===== config.mk =====
export PLATFORM = sky130hd
export DESIGN_NAME = pipeline_stage_sequencer_flat
export DESIGN_NICKNAME = d
export VERILOG_FILES = /design/src/rtl/pipeline_stage_sequencer_if.sv /design/src/rtl/pipeline_stage_sequencer.sv /design/src/flat_wrapper.sv
export SDC_FILE = /design/constraint.sdc
export NUM_CORES = 1
export LEC_CHECK = 0
export BUFFER_PORTS_ARGS = -buffer_cell sky130_fd_sc_hd__buf_2
export CAP_MARGIN = 20
export CORE_UTILIZATION = 51
export CTS_CLUSTER_DIAMETER = 60
export DETAILED_ROUTE_END_ITERATION = 6
export PLACE_DENSITY_LB_ADDON = 0.2
export SYNTH_ARGS = -nofsm -noshare
export SYNTH_HDL_FRONTEND = slang
export SYNTH_SLANG_ARGS = --single-unit

===== constraint.sdc =====
create_clock -name clk -period 1.7 [get_ports clk]
set_input_delay 0.34 -clock clk [delete_from_list [all_inputs] [get_ports clk]]
set_output_delay 0.34 -clock clk [all_outputs]
set_load 0.005 [all_outputs]

===== src/rtl/pipeline_stage_sequencer_if.sv =====
// ----------------------------------------------------------------------------
// pipeline_stage_sequencer_if
//
// Purpose:
//   Bundles the decoder-facing inputs and the stage/count outputs of the
//   pipeline stage sequencer into one interface.
//
// Parameters:
//   CNT_WIDTH     - width of the retired-instruction counter (default 16)
//
// Signals (direction seen from the sequencer, modport "slave"):
//   enable        in  1          - freezes the whole sequencer when low
//   ex_len        in  2          - EX cycles minus 1 (valid during ID)
//   mem_len       in  2          - MEM cycles minus 1 (valid during ID)
//   skip_mem      in  1          - instruction has no MEM stage (valid in ID)
//   mem_wait      in  1          - data memory not ready (meaningful in MEM)
//   pipeline_stage out STAGE_COUNT - current stage encoding
//   cycle_count   out 1          - LSB of cycle_index
//   cycle_index   out 2          - cycle number within the current stage
//   fetch_en      out 1          - high exactly in IF
//   instr_done    out 1          - high exactly in WB
//   instr_count   out CNT_WIDTH  - retired instruction count
//
// Modports:
//   master - decoder / control side (drives the inputs, observes outputs)
//   slave  - the sequencer itself
// ----------------------------------------------------------------------------
interface pipeline_stage_sequencer_if #(
    parameter int CNT_WIDTH = 16
);
    // Width of the stage encoding (IF/ID/EX/MEM/WB need three bits).
    localparam int STAGE_COUNT = 3;

    logic                   enable;
    logic [1:0]             ex_len;
    logic [1:0]             mem_len;
    logic                   skip_mem;
    logic                   mem_wait;

    logic [STAGE_COUNT-1:0] pipeline_stage;
    logic                   cycle_count;
    logic [1:0]             cycle_index;
    logic                   fetch_en;
    logic                   instr_done;
    logic [CNT_WIDTH-1:0]   instr_count;

    modport master (
        output enable,
        output ex_len,
        output mem_len,
        output skip_mem,
        output mem_wait,
        input  pipeline_stage,
        input  cycle_count,
        input  cycle_index,
        input  fetch_en,
        input  instr_done,
        input  instr_count
    );

    modport slave (
        input  enable,
        input  ex_len,
        input  mem_len,
        input  skip_mem,
        input  mem_wait,
        output pipeline_stage,
        output cycle_count,
        output cycle_index,
        output fetch_en,
        output instr_done,
        output instr_count
    );
endinterface


===== src/rtl/pipeline_stage_sequencer.sv =====
// ----------------------------------------------------------------------------
// pipeline_stage_sequencer
//
// Purpose:
//   Walks one instruction at a time through IF/ID/EX/MEM/WB for the
//   multi-cycle core. EX and MEM are stretched by lengths latched from the
//   decoder during ID, MEM additionally inserts uncounted wait states while
//   data memory is busy, and every instruction leaving WB is counted.
//
// Parameters:
//   CNT_WIDTH - width of the retired-instruction counter (default 16)
//
// Ports:
//   clk    in  1 - core clock, rising edge
//   reset  in  1 - asynchronous, active-high
//   bus    slave modport of pipeline_stage_sequencer_if carrying enable,
//          ex_len, mem_len, skip_mem, mem_wait (in) and pipeline_stage,
//          cycle_count, cycle_index, fetch_en, instr_done, instr_count (out)
//
// Configuration:
//   SEQ_STAGE_SKIP_EN - when defined, skip_mem is latched in ID and lets an
//                       instruction go from EX straight to WB. When undefined
//                       skip_mem is ignored and every instruction visits MEM.
//
// Stage encodings: IF=0, ID=1, EX=2, MEM=3, WB=4.
// Every output is a register or a pure decode of registers; there is no
// combinational path from any input to any output.
// ----------------------------------------------------------------------------
module pipeline_stage_sequencer #(
    parameter int CNT_WIDTH = 16
) (
    input  logic                        clk,
    input  logic                        reset,
    pipeline_stage_sequencer_if.slave   bus
);

    typedef enum logic [2:0] {
        STAGE_IF  = 3'd0,
        STAGE_ID  = 3'd1,
        STAGE_EX  = 3'd2,
        STAGE_MEM = 3'd3,
        STAGE_WB  = 3'd4
    } stage_e;

    stage_e               stage;
    logic [1:0]           cycle_index;
    logic [1:0]           ex_len_q;
    logic [1:0]           mem_len_q;
    logic [CNT_WIDTH-1:0] instr_count;
    logic                 ex_last;
    logic                 mem_last;
    logic                 skip_q;

    // Last repetition of the current stage, compared against the lengths
    // captured in ID so decoder changes later on cannot disturb the
    // instruction in flight.
    assign ex_last  = (cycle_index == ex_len_q);
    assign mem_last = (cycle_index == mem_len_q);

`ifdef SEQ_STAGE_SKIP_EN
    logic skip_reg;

    always_ff @(posedge clk or posedge reset) begin
        if (reset) begin
            skip_reg <= 1'b0;
        end else if (bus.enable && stage == STAGE_ID) begin
            skip_reg <= bus.skip_mem;
        end
    end

    assign skip_q = skip_reg;
`else
    // No skip latch in this build: skip_mem is deliberately left unused.
    logic unused_skip_mem;

    assign unused_skip_mem = bus.skip_mem;
    assign skip_q          = 1'b0;
`endif

    // Main sequencer: state, per-stage cycle index, latched lengths and the
    // retired-instruction counter all move together in one process so that
    // enable=0 freezes everything in the same cycle.
    // NOTE: sequential state is written with non-blocking assignments only,
    // so every register samples the pre-edge values of the others.
    always_ff @(posedge clk or posedge reset) begin
        if (reset) begin
            stage       <= STAGE_IF;
            cycle_index <= 2'd0;
            ex_len_q    <= 2'd0;
            mem_len_q   <= 2'd0;
            instr_count <= '0;
        end else if (bus.enable) begin
            case (stage)
                STAGE_IF: begin
                    stage       <= STAGE_ID;
                    cycle_index <= 2'd0;
                end

                STAGE_ID: begin
                    ex_len_q    <= bus.ex_len;
                    mem_len_q   <= bus.mem_len;
                    stage       <= STAGE_EX;
                    cycle_index <= 2'd0;
                end

                STAGE_EX: begin
                    if (ex_last) begin
                        stage       <= skip_q ? STAGE_WB : STAGE_MEM;
                        cycle_index <= 2'd0;
                    end else begin
                        cycle_index <= cycle_index + 2'd1;
                    end
                end

                STAGE_MEM: begin
                    // A wait cycle holds both the stage and the index; only
                    // cycles with the memory ready count toward mem_len.
                    if (!bus.mem_wait) begin
                        if (mem_last) begin
                            stage       <= STAGE_WB;
                            cycle_index <= 2'd0;
                        end else begin
                            cycle_index <= cycle_index + 2'd1;
                        end
                    end
                end

                STAGE_WB: begin
                    stage       <= STAGE_IF;
                    cycle_index <= 2'd0;
                    instr_count <= instr_count + CNT_WIDTH'(1);
                end

                default: begin
                    stage       <= STAGE_IF;
                    cycle_index <= 2'd0;
                end
            endcase
        end
    end

    // Outputs: registers or decodes of the registered stage.
    assign bus.pipeline_stage = stage;
    assign bus.cycle_index    = cycle_index;
    assign bus.cycle_count    = cycle_index[0];
    assign bus.fetch_en       = (stage == STAGE_IF);
    assign bus.instr_done     = (stage == STAGE_WB);
    assign bus.instr_count    = instr_count;

endmodule


===== src/flat_wrapper.sv =====
// flat-port wrapper written by rule: the top's interface ports become plain ports
module pipeline_stage_sequencer_flat 
#(
    parameter int CNT_WIDTH = 16
)
  (clk, reset, bus_enable, bus_ex_len, bus_mem_len, bus_skip_mem, bus_mem_wait, bus_pipeline_stage, bus_cycle_count, bus_cycle_index, bus_fetch_en, bus_instr_done, bus_instr_count);
  pipeline_stage_sequencer_if #(.CNT_WIDTH(CNT_WIDTH)) bus_i ();
  input  logic clk;
  input  logic reset;
  input wire logic [$bits(bus_i.enable)-1:0] bus_enable;
  input wire logic [$bits(bus_i.ex_len)-1:0] bus_ex_len;
  input wire logic [$bits(bus_i.mem_len)-1:0] bus_mem_len;
  input wire logic [$bits(bus_i.skip_mem)-1:0] bus_skip_mem;
  input wire logic [$bits(bus_i.mem_wait)-1:0] bus_mem_wait;
  output wire logic [$bits(bus_i.pipeline_stage)-1:0] bus_pipeline_stage;
  output wire logic [$bits(bus_i.cycle_count)-1:0] bus_cycle_count;
  output wire logic [$bits(bus_i.cycle_index)-1:0] bus_cycle_index;
  output wire logic [$bits(bus_i.fetch_en)-1:0] bus_fetch_en;
  output wire logic [$bits(bus_i.instr_done)-1:0] bus_instr_done;
  output wire logic [$bits(bus_i.instr_count)-1:0] bus_instr_count;
  assign bus_i.enable = bus_enable;
  assign bus_i.ex_len = bus_ex_len;
  assign bus_i.mem_len = bus_mem_len;
  assign bus_i.skip_mem = bus_skip_mem;
  assign bus_i.mem_wait = bus_mem_wait;
  assign bus_pipeline_stage = bus_i.pipeline_stage;
  assign bus_cycle_count = bus_i.cycle_count;
  assign bus_cycle_index = bus_i.cycle_index;
  assign bus_fetch_en = bus_i.fetch_en;
  assign bus_instr_done = bus_i.instr_done;
  assign bus_instr_count = bus_i.instr_count;
  pipeline_stage_sequencer #(.CNT_WIDTH(CNT_WIDTH)) u_core (.clk(clk), .reset(reset), .bus(bus_i));
endmodule

Word level (Yosys, flattened, before mapping)
Index checks and enable logic that the tools add are counted.
- $add $sub $neg: 2
- multipliers: 0
- div/mod/pow operators: 0
- $lt $le $gt $ge: 0
- equality and inequality tests: 9
- shift-type cells: 0
- multiplexer cells: 8
- bitwise operators: 0
- reduce and logical (&&, ||, !) cells: 5
- operators with widths (operator ; number):
    $add A16 B1 Y16 const B ; 1
    $pmux W3 S4 ; 1
    $mux W3 ; 3
    $eq A3 B2 Y1 const B ; 2
    $mux W2 ; 3
    $reduce_and A2 Y1 ; 3
    $eq A2 B2 Y1 ; 2
    $ne A2 B1 Y1 const B ; 2
    $pmux W2 S2 ; 1
    $reduce_and A4 Y1 ; 1
    $eq A3 B1 Y1 const B ; 1
    $eq A3 B3 Y1 const B ; 1
    $logic_not A3 Y1 ; 1
    $add A2 B1 Y2 const B ; 1
    $ne A2 B2 Y1 const B ; 1
- register bits after elaboration: 25
- latch bits: 0
- bits in writable memories: 0
- bits in read-only memories: 0
- input bits: 9
- output and inout bits: 24
- word-level logic and storage cells: 29
- memories: 0

Logic depth before layout (Yosys ltp)
Gate-level depths: netlist of the first run.
- depth in word-level cells: 4
- mapped depth: 6
- mapped depth without buffers: 4

Worst setup path before layout of the first run
OpenSTA, ideal clock, no wires.
- path type: register -> register
- from: register u_core.stage[2] (netlist: u_core.bus.pipeline_stage[2])
- to: register u_core.instr_count[7] (netlist: u_core.bus.instr_count[7])
- library setup time: 0.125 ns
- data arrival time: 1.357 ns
- data required time: 1.575 ns
- path slack: 0.219 ns
- cell stages (with the launch flop): 7
- buffers on the path: 2
- period minus slack after synthesis: 1.481 ns
- cells stage by stage: dfrtp_1 -> and4bb_1 -> buf_6 -> and3_1 -> buf_6 -> and3_1 -> xor2_1
- word-level cells in the longest chain between the ends: 2
- ends and longest elaborated chain (item ; line ; source):
    start, declared ; pipeline_stage_sequencer.sv:45 ; stage_e stage;
    start signal, assigned ; pipeline_stage_sequencer.sv:108 ; stage <= skip_q ? STAGE_WB : STAGE_MEM;
    $eq A3 B3 Y1 ; pipeline_stage_sequencer.sv:93 ; case (stage)
    $reduce_and A2 Y1 (no line) ; -- ;
    end signal, assigned ; pipeline_stage_sequencer.sv:131 ; instr_count <= instr_count + CNT_WIDTH'(1);
    end, declared ; pipeline_stage_sequencer.sv:49 ; logic [CNT_WIDTH-1:0] instr_count;
Every way passes these cells.
A chain may end at the register's enable or synchronous reset.

Worst setup path after layout of the first run
- from: register u_core.stage[0] (netlist: u_core.bus.pipeline_stage[0])
- to: output port bus_instr_done
- word-level cells in the longest chain between the ends: 1
- ends and longest elaborated chain (item ; line ; source):
    $eq A3 B3 Y1 ; pipeline_stage_sequencer.sv:147 ; assign bus.instr_done = (stage == STAGE_WB);
    end, declared ; flat_wrapper.sv:19 ; output wire logic [$bits(bus_i.instr_done)-1:0] bus_instr_done;
Every way passes these cells.

==> key figures, run 1 <==
Setup path
  • Worst flop-to-flop path startpoint: u_core.bus.cycle_index[0]
  • Crit Path Max Fanout: 11
  • Worst reg2reg endpoint: u_core.bus.cycle_index[1]
  • Critical path data required time: 1.36 ns
  • Critical path cell sequence: buf_4 -> nor3_1 -> buf_2
  • Worst reg2reg path depth: 4
  • Worst path slowest cell: dfrtp_1
  • Max incr delay on CP: 0.39 ns
  • Reg2reg setup slack: about 0.20 ns
  • Crit path launch type: flip-flop
  • CP Class: reg -> out
  • Crit path DAT: approximately 1.2 ns
  • Setup crit end kind: primary output
  • Critical path launch point: u_core.bus.pipeline_stage[0]
  • CP endpoint: bus_instr_done

Yosys
  • Syn. warnings: 0
  • Share of the yosys chip area belonging to registers: 51.28%
  • Post-Syn Area: 1220 sq um
  • Mapped Cells: about 110
  • Post-synth top flop: dfrtp_1
  • Post-Syn Nets: 118
  • Count of cell types in the netlist: 32
  • Number of synthesized flops with an enable pin: 0
  • Syn Area/Cell: about 11 sq um
  • Synthesis-stage register bit count: 25
  • Synth async-reset ratio: 100.0%

Floorplanning
  • Die ar.: 2592 sq um
  • # rows: 17
  • I/O pin count: 33
  • Die Wd: 50.91 um
  • Core box area: 2233 sq um
  • Die H: between 50 and 60 um
  • Starting Density: a little over half

STA
  • Final Cycle Share: 88.99%
  • Setup TNS: 0 ns
  • Worst Skew: around 0.00097 ns
  • Final hold violation count: 0
  • Worst slew margin: 78.45%
  • Slew Viols, Final: 0
  • RSZ-0062 raised after global routing: no
  • Final setup fails: 0
  • Fmax: between 600 and 700 MHz
  • Least-Margin Pin Slew: 0.3198 ns
  • Tmin final: 1.513 ns

Clock network
  • CTS tree: built
  • Clk_lat worst skew: 0.31 ns
  • Deepest clock path buffer count: 2
  • H-tree levels: 1
  • CTS Buf Count: 3
  • Post-CTS Setup Bufs: 0
  • Post-CTS sizing: 0
  • CTS sink cnt: 25
  • Root Driver: clkbuf_4
  • Clk slew on worst S/H paths: 0.13 ns
  • Cts hold-fix bufs: 0

Global routing
  • Remaining Overflow, GRT: 0
  • Largest net degree at the start of global routing: 26
  • Initial antenna violation count: 0
  • First-pass GRT wire length: 3815 um
  • Vias in the first global route: 882
  • Global Route Usage Sum: 19.67%

Routing
  • DRT iter0 DRCs: 20
  • Detailed-route wire length per cell: 12.52 um
  • DR DRC count: 0
  • DRT antenna net count: 0
  • Overall via count from detail_route: 935
  • Drt pass-1 iters: 4
  • Total Wirelength: about 2200 um
  • DR vias/cell: 5.436

Layout
  • ANT cells: 0
  • Filler cells: 199
  • Nets: around 160
  • Area Growth Syn to Fin: 18.36%
  • Storage cell area: 625.6 sq um
  • Layout cells sized above 1: 32.64%
  • Multi-input logic area: 548.0 sq um

Place
  • Hpwl dp: 1636 um
  • Final GP Congestion: 0.7739
  • I/O Buffers: 31

Power
  • Design Power: approximately 1.7 mW
  • PD cells: between 1000 and 1500 nW/um^2
  • Leak pwr: ~0.76 nW
  • VDD IR max: 0.001037 V

Hold path
  • Hold Crit Class: in -> async

Status
  • Outcome: completed

Job
  • Max-cap viol count: 0
==> layer usage <==
layer	track usage, %	vias up	wire [um]
met5	0	-	0
met4	6.944	0	11
met3	3.571	2	80
met2	32.89	20	1038
met1	25.39	456	1023
li1	-	457	-
==> flip-flops by register name, summed over array words and instances, names as in the netlist <==
register and count:
u_core.bus.pipeline_stage 3, u_core.bus.instr_count 16, u_core.ex_len_q 2, u_core.bus.cycle_index 2, u_core.mem_len_q 2
==> stage by stage <==
step                worst slack (ns)  area (sq um)  cells  hold WS (ns)  util [%]
finish                        0.1872          1444    172       0.05028     64.65
global route                 0.07087          1444    172       0.06872     64.65
CTS                           0.1642          1444    172       0.05001     64.65
detailed placement            0.2142          1416    168        0.4026     63.42
global placement              0.2408          1416    168        0.3975     63.42
floorplan                     0.2187          1220    108        0.3673         -
==> placed cells by master, fill, tap and decap left out, drive strengths merged, types with 4 or more instances in the layout <==
master and count:
buf 37, nand4 5, and3 4, and4 4, xor2 7, nor3 4, xnor2 12, dfrtp 25
mux2 5, nand2 9
==> layout make-up <==
| type | instances | share of cell area, % |
|---|---|---|
| inverter | 2 | 0.5199 |
| tap | 28 | 2.426 |
| timing repair buffer | 37 | 13.86 |
| sequential | 25 | 43.33 |
| clock inverter | 1 | 0.3466 |
| multi-input combinational | 76 | 37.96 |
| clock buffer | 3 | 1.560 |
==> cell usage after synthesis, types with 3 or more instances <==
library cell	number	area share (%)
o21ai_0	3	1.2
dfrtp_1	25	51
nand4_1	5	2.6
and4_1	4	2.9
nand2_1	9	2.8
nand3_1	3	1.2
xnor2_1	12	8.6
and3_1	3	1.5
nor3_1	4	1.6
xor2_1	7	5.0
a21oi_1	3	1.2
mux2_2	5	4.6
==> critical path, delay by kind of cell, from the launching register on <==
family | cells | cell delay (ns)
buffers and inverters | 2 | 0.30
AND/OR/NAND/NOR | 1 | 0.17
flip-flops | 1 | 0.39
==> logic make-up after synthesis <==
family	count (synthesis)	synth area share, %
muxes	5	4.615
AOI/OAI and AO/OA	13	7.180
buffers and inverters	7	3.795
adders and majority gates	1	1.025
xor gates and xnor gates	19	13.64
DFF	25	51.28
and+or+nand+nor	38	18.46
==> power breakdown <==
part	internal [mW]	switching, mW	total [mW]
clock network	0.0878	0.168	0.256
registers	0.710	0.102	0.813
logic	0.328	0.326	0.654
==> worst min path at each step <==
stage | from | end | slack (ns) | cells after the start
global placement | reset | u_core.bus.instr_count[6] | 0.40 | 3
CTS | reset | u_core.bus.instr_count[14] | 0.05 | 3
floorplan | reset | u_core.bus.cycle_index[0] | 0.37 | 1
finish | reset | u_core.bus.instr_count[14] | 0.05 | 3
detailed placement | reset | u_core.bus.instr_count[14] | 0.40 | 3
global route | reset | u_core.bus.instr_count[14] | 0.07 | 3
Power figures use the tool's default switching activity.
==> run 2: changes to the inputs <==
--- a/config.mk
+++ b/config.mk
@@ -10,6 +10,7 @@
 export CORE_UTILIZATION = 51
 export CTS_CLUSTER_DIAMETER = 60
 export DETAILED_ROUTE_END_ITERATION = 6
+export MAX_ROUTING_LAYER = met4
 export PLACE_DENSITY_LB_ADDON = 0.2
 export SYNTH_ARGS = -nofsm -noshare
 export SYNTH_HDL_FRONTEND = slang
==> run 2 against run 1 <==
Sequential power about the same. Global-route usage up 0.54 points. Register-to-register slack about the same. Clock power about the same. Count of clock-buffer cells in the layout unchanged. Flip-flop and latch count unchanged. Fmax unchanged. Combinational power about the same. Critical path type unchanged. Critical endpoint unchanged. Largest cell class unchanged.
==> key figures, run 2 (synthesized netlist as in run 1, its figures left out) <==
Power
  • Design Power: 1.722 mW (about the same)
  • Total net switching power: 0.5965 mW (about the same)
  • Leak pwr: 0.7571 nW (unchanged)
  • VDD IR max: 0.001037 V (unchanged)
  • Sequential cell fraction of total power: 47.2% (about the same)
  • Logic pwr share: 38.0% (about the same)
  • Internal Power: 1.126 mW (unchanged)
  • Sw frac: 34.64% (about the same)
  • Clock Power Share: 14.8% (about the same)
  • PD cells: 1193 nW/um^2 (about the same)

STA
  • Setup TNS: 0 ns (unchanged)
  • Final setup fails: 0 (unchanged)
  • Least-Margin Pin Slew: 0.3198 ns (unchanged)
  • RSZ-0062 raised after global routing: no
  • Fmax: 661.0 MHz (unchanged)
  • Tmin final: 1.513 ns (unchanged)
  • Worst slew margin: 78.45% (unchanged)
  • Final hold violation count: 0 (unchanged)
  • Final Cycle Share: 88.99% (unchanged)
  • Setup WS post-layout: 0.1872 ns (unchanged)
  • Hold_ws: 0.05044 ns (+0.0001661 ns)
  • Worst Skew: 0.001090 ns (+0.0001219 ns)
  • Slew Viols, Final: 0 (unchanged)

Setup path
  • Crit path launch type: flip-flop
  • Critical path cell sequence: buf_4 -> nor3_1 -> buf_2
  • Crit path DAT: 1.17 ns (about the same)
  • Critical path data required time: 1.36 ns (about the same)
  • CP Class: reg -> out
  • Worst path slowest cell: dfrtp_1
  • Crit Path Max Fanout: 11 (unchanged)
  • Reg2reg setup slack: 0.20 ns (about the same)
  • Worst reg2reg path depth: 4 (unchanged)
  • Worst reg2reg endpoint: u_core.bus.cycle_index[1]
  • Max incr delay on CP: 0.39 ns (about the same)
  • Worst flop-to-flop path startpoint: u_core.bus.cycle_index[0]
  • Worst Path Buf+Inv: 2 (unchanged)
  • Setup crit end kind: primary output
  • CP Depth: 3 (unchanged)
  • Crit path max-delay family: flip-flops
  • Critical path launch point: u_core.bus.pipeline_stage[0]

Layout
  • Commonest non-fill, non-tap cell in the layout: buf_2
  • Nets: 155 (unchanged)
  • Area Growth Syn to Fin: 18.36% (unchanged)
  • Max reg flops: 16 (unchanged)
  • Most flop-heavy register: u_core.bus.instr_count
  • Commonest cells after routing, fill and taps aside: buf_2 (31), dfrtp_1 (25), xnor2_1 (12), nand2_1 (9), xor2_1 (7)
  • Layout cells sized above 1: 32.64% (unchanged)
  • ANT cells: 0 (unchanged)

Routing
  • Wire length on met1: 1022 um (about the same)
  • Overall via count from detail_route: 936 (+0.11%)
  • Topmost layer with routed signal wires: met4
  • Detailed-route wire length per cell: 12.52 um (unchanged)
  • Drt pass-1 iters: 4 (unchanged)
  • Metal3 WL: 80 um (unchanged)
  • Routed met2 length: 1039 um (about the same)
  • DRT antenna net count: 0 (unchanged)
  • DRT iter0 DRCs: 20 (unchanged)
  • Total Wirelength: 2154 um (unchanged)
  • DR DRC count: 0 (unchanged)
  • DR vias/cell: 5.442 (+0.11%)

Clock network
  • Root Driver: clkbuf_4
  • CTS sink cnt: 25 (unchanged)
  • Clk_lat worst skew: 0.31 ns (about the same)
  • CTS Buf Count: 3 (unchanged)
  • Post-CTS Setup Bufs: 0 (unchanged)
  • Cts hold-fix bufs: 0 (unchanged)
  • Deepest clock path buffer count: 2 (unchanged)
  • Clk slew on worst S/H paths: 0.13 ns (about the same)
  • H-tree levels: 1 (unchanged)
  • CTS tree: built
  • Post-CTS sizing: 0 (unchanged)

Floorplanning
  • Die Wd: 50.91 um (unchanged)
  • I/O pin count: 33 (unchanged)
  • # rows: 17 (unchanged)
  • Starting Density: 54.62% (unchanged)
  • Die ar.: 2592 sq um (unchanged)
  • Die H: 50.91 um (unchanged)
  • Core box area: 2233 sq um (unchanged)

Place
  • I/O Buffers: 31 (unchanged)
  • Final GP Congestion: 0.7844 (+1.4%)
  • Setup WS pre-CTS: 0.2142 ns (unchanged)
  • Hpwl dp: 1636 um (unchanged)

Global routing
  • Remaining Overflow, GRT: 0 (unchanged)
  • Vias in the first global route: 881 (-0.11%)
  • First-pass GRT wire length: 3822 um (+0.18%)
  • Largest net degree at the start of global routing: 26 (unchanged)
  • Global Route Usage Sum: 20.21% (+0.54 points)
  • Initial antenna violation count: 0 (unchanged)

Status
  • Outcome: completed

Hold path
  • Hold Crit Class: in -> async

Job
  • Max-cap viol count: 0 (unchanged)
==> run 2: cell counts in the layout (fill, tap and decap cells not counted) <==
No cell type changed its count.
==> run 2: power by group through the flow <==
stage / clock, mW / combinational (mW) / sequential (mW)
2_1_floorplan: 0 / 0.443 / 0.831
3_3_place_gp: 0 / 0.638 / 0.820
3_5_place_dp: 0 / 0.653 / 0.828
4_1_cts: 0.271 / 0.658 / 0.815
5_1_grt: 0.295 / 0.734 / 0.834
6_report: 0.256 / 0.654 / 0.813
==> run 2: area by class of cell <==
type / instances / area (sq um)
Clock buffer: 3 / 22.52
Clock inverter: 1 / 5.005
Fill cell: 199 / 789.5
Inverter: 2 / 7.507
Multi-Input combinational cell: 76 / 548.0
Sequential cell: 25 / 625.6
Tap cell: 28 / 35.03
Timing Repair Buffer: 37 / 200.2
==> run 2: worst max path at each step <==
| stage | slack, ns | end |
|---|---|---|
| finish | 0.19 | bus_instr_done |
| global route | 0.07 | u_core.bus.cycle_index[1] |
| CTS | 0.16 | bus_instr_done |
| detailed placement | 0.21 | u_core.bus.instr_count[15] |
| global placement | 0.24 | u_core.bus.instr_count[15] |
| floorplan | 0.22 | u_core.bus.instr_count[7] |
==> run 2: tightest hold or removal path, cell delays in order <==
cell and delay [ns]:
buf_2 0.09, inv_1 0.04, buf_4 0.29
==> run 2: per-stage QoR <==
step	instances	utilization, %	area [sq um]
after floorplan	108	-	1220
after global placement	168	63.42	1416
after detailed placement	168	63.42	1416
after CTS	172	64.65	1444
after global routing	172	64.65	1444
final	172	64.65	1444
==> run 2: routing by layer <==
metal  vias up  GRT usage, %
li1        457             -
met1       457         25.39
met2        20         32.89
met3         2         3.571
met4         0         6.944
met5         -             -
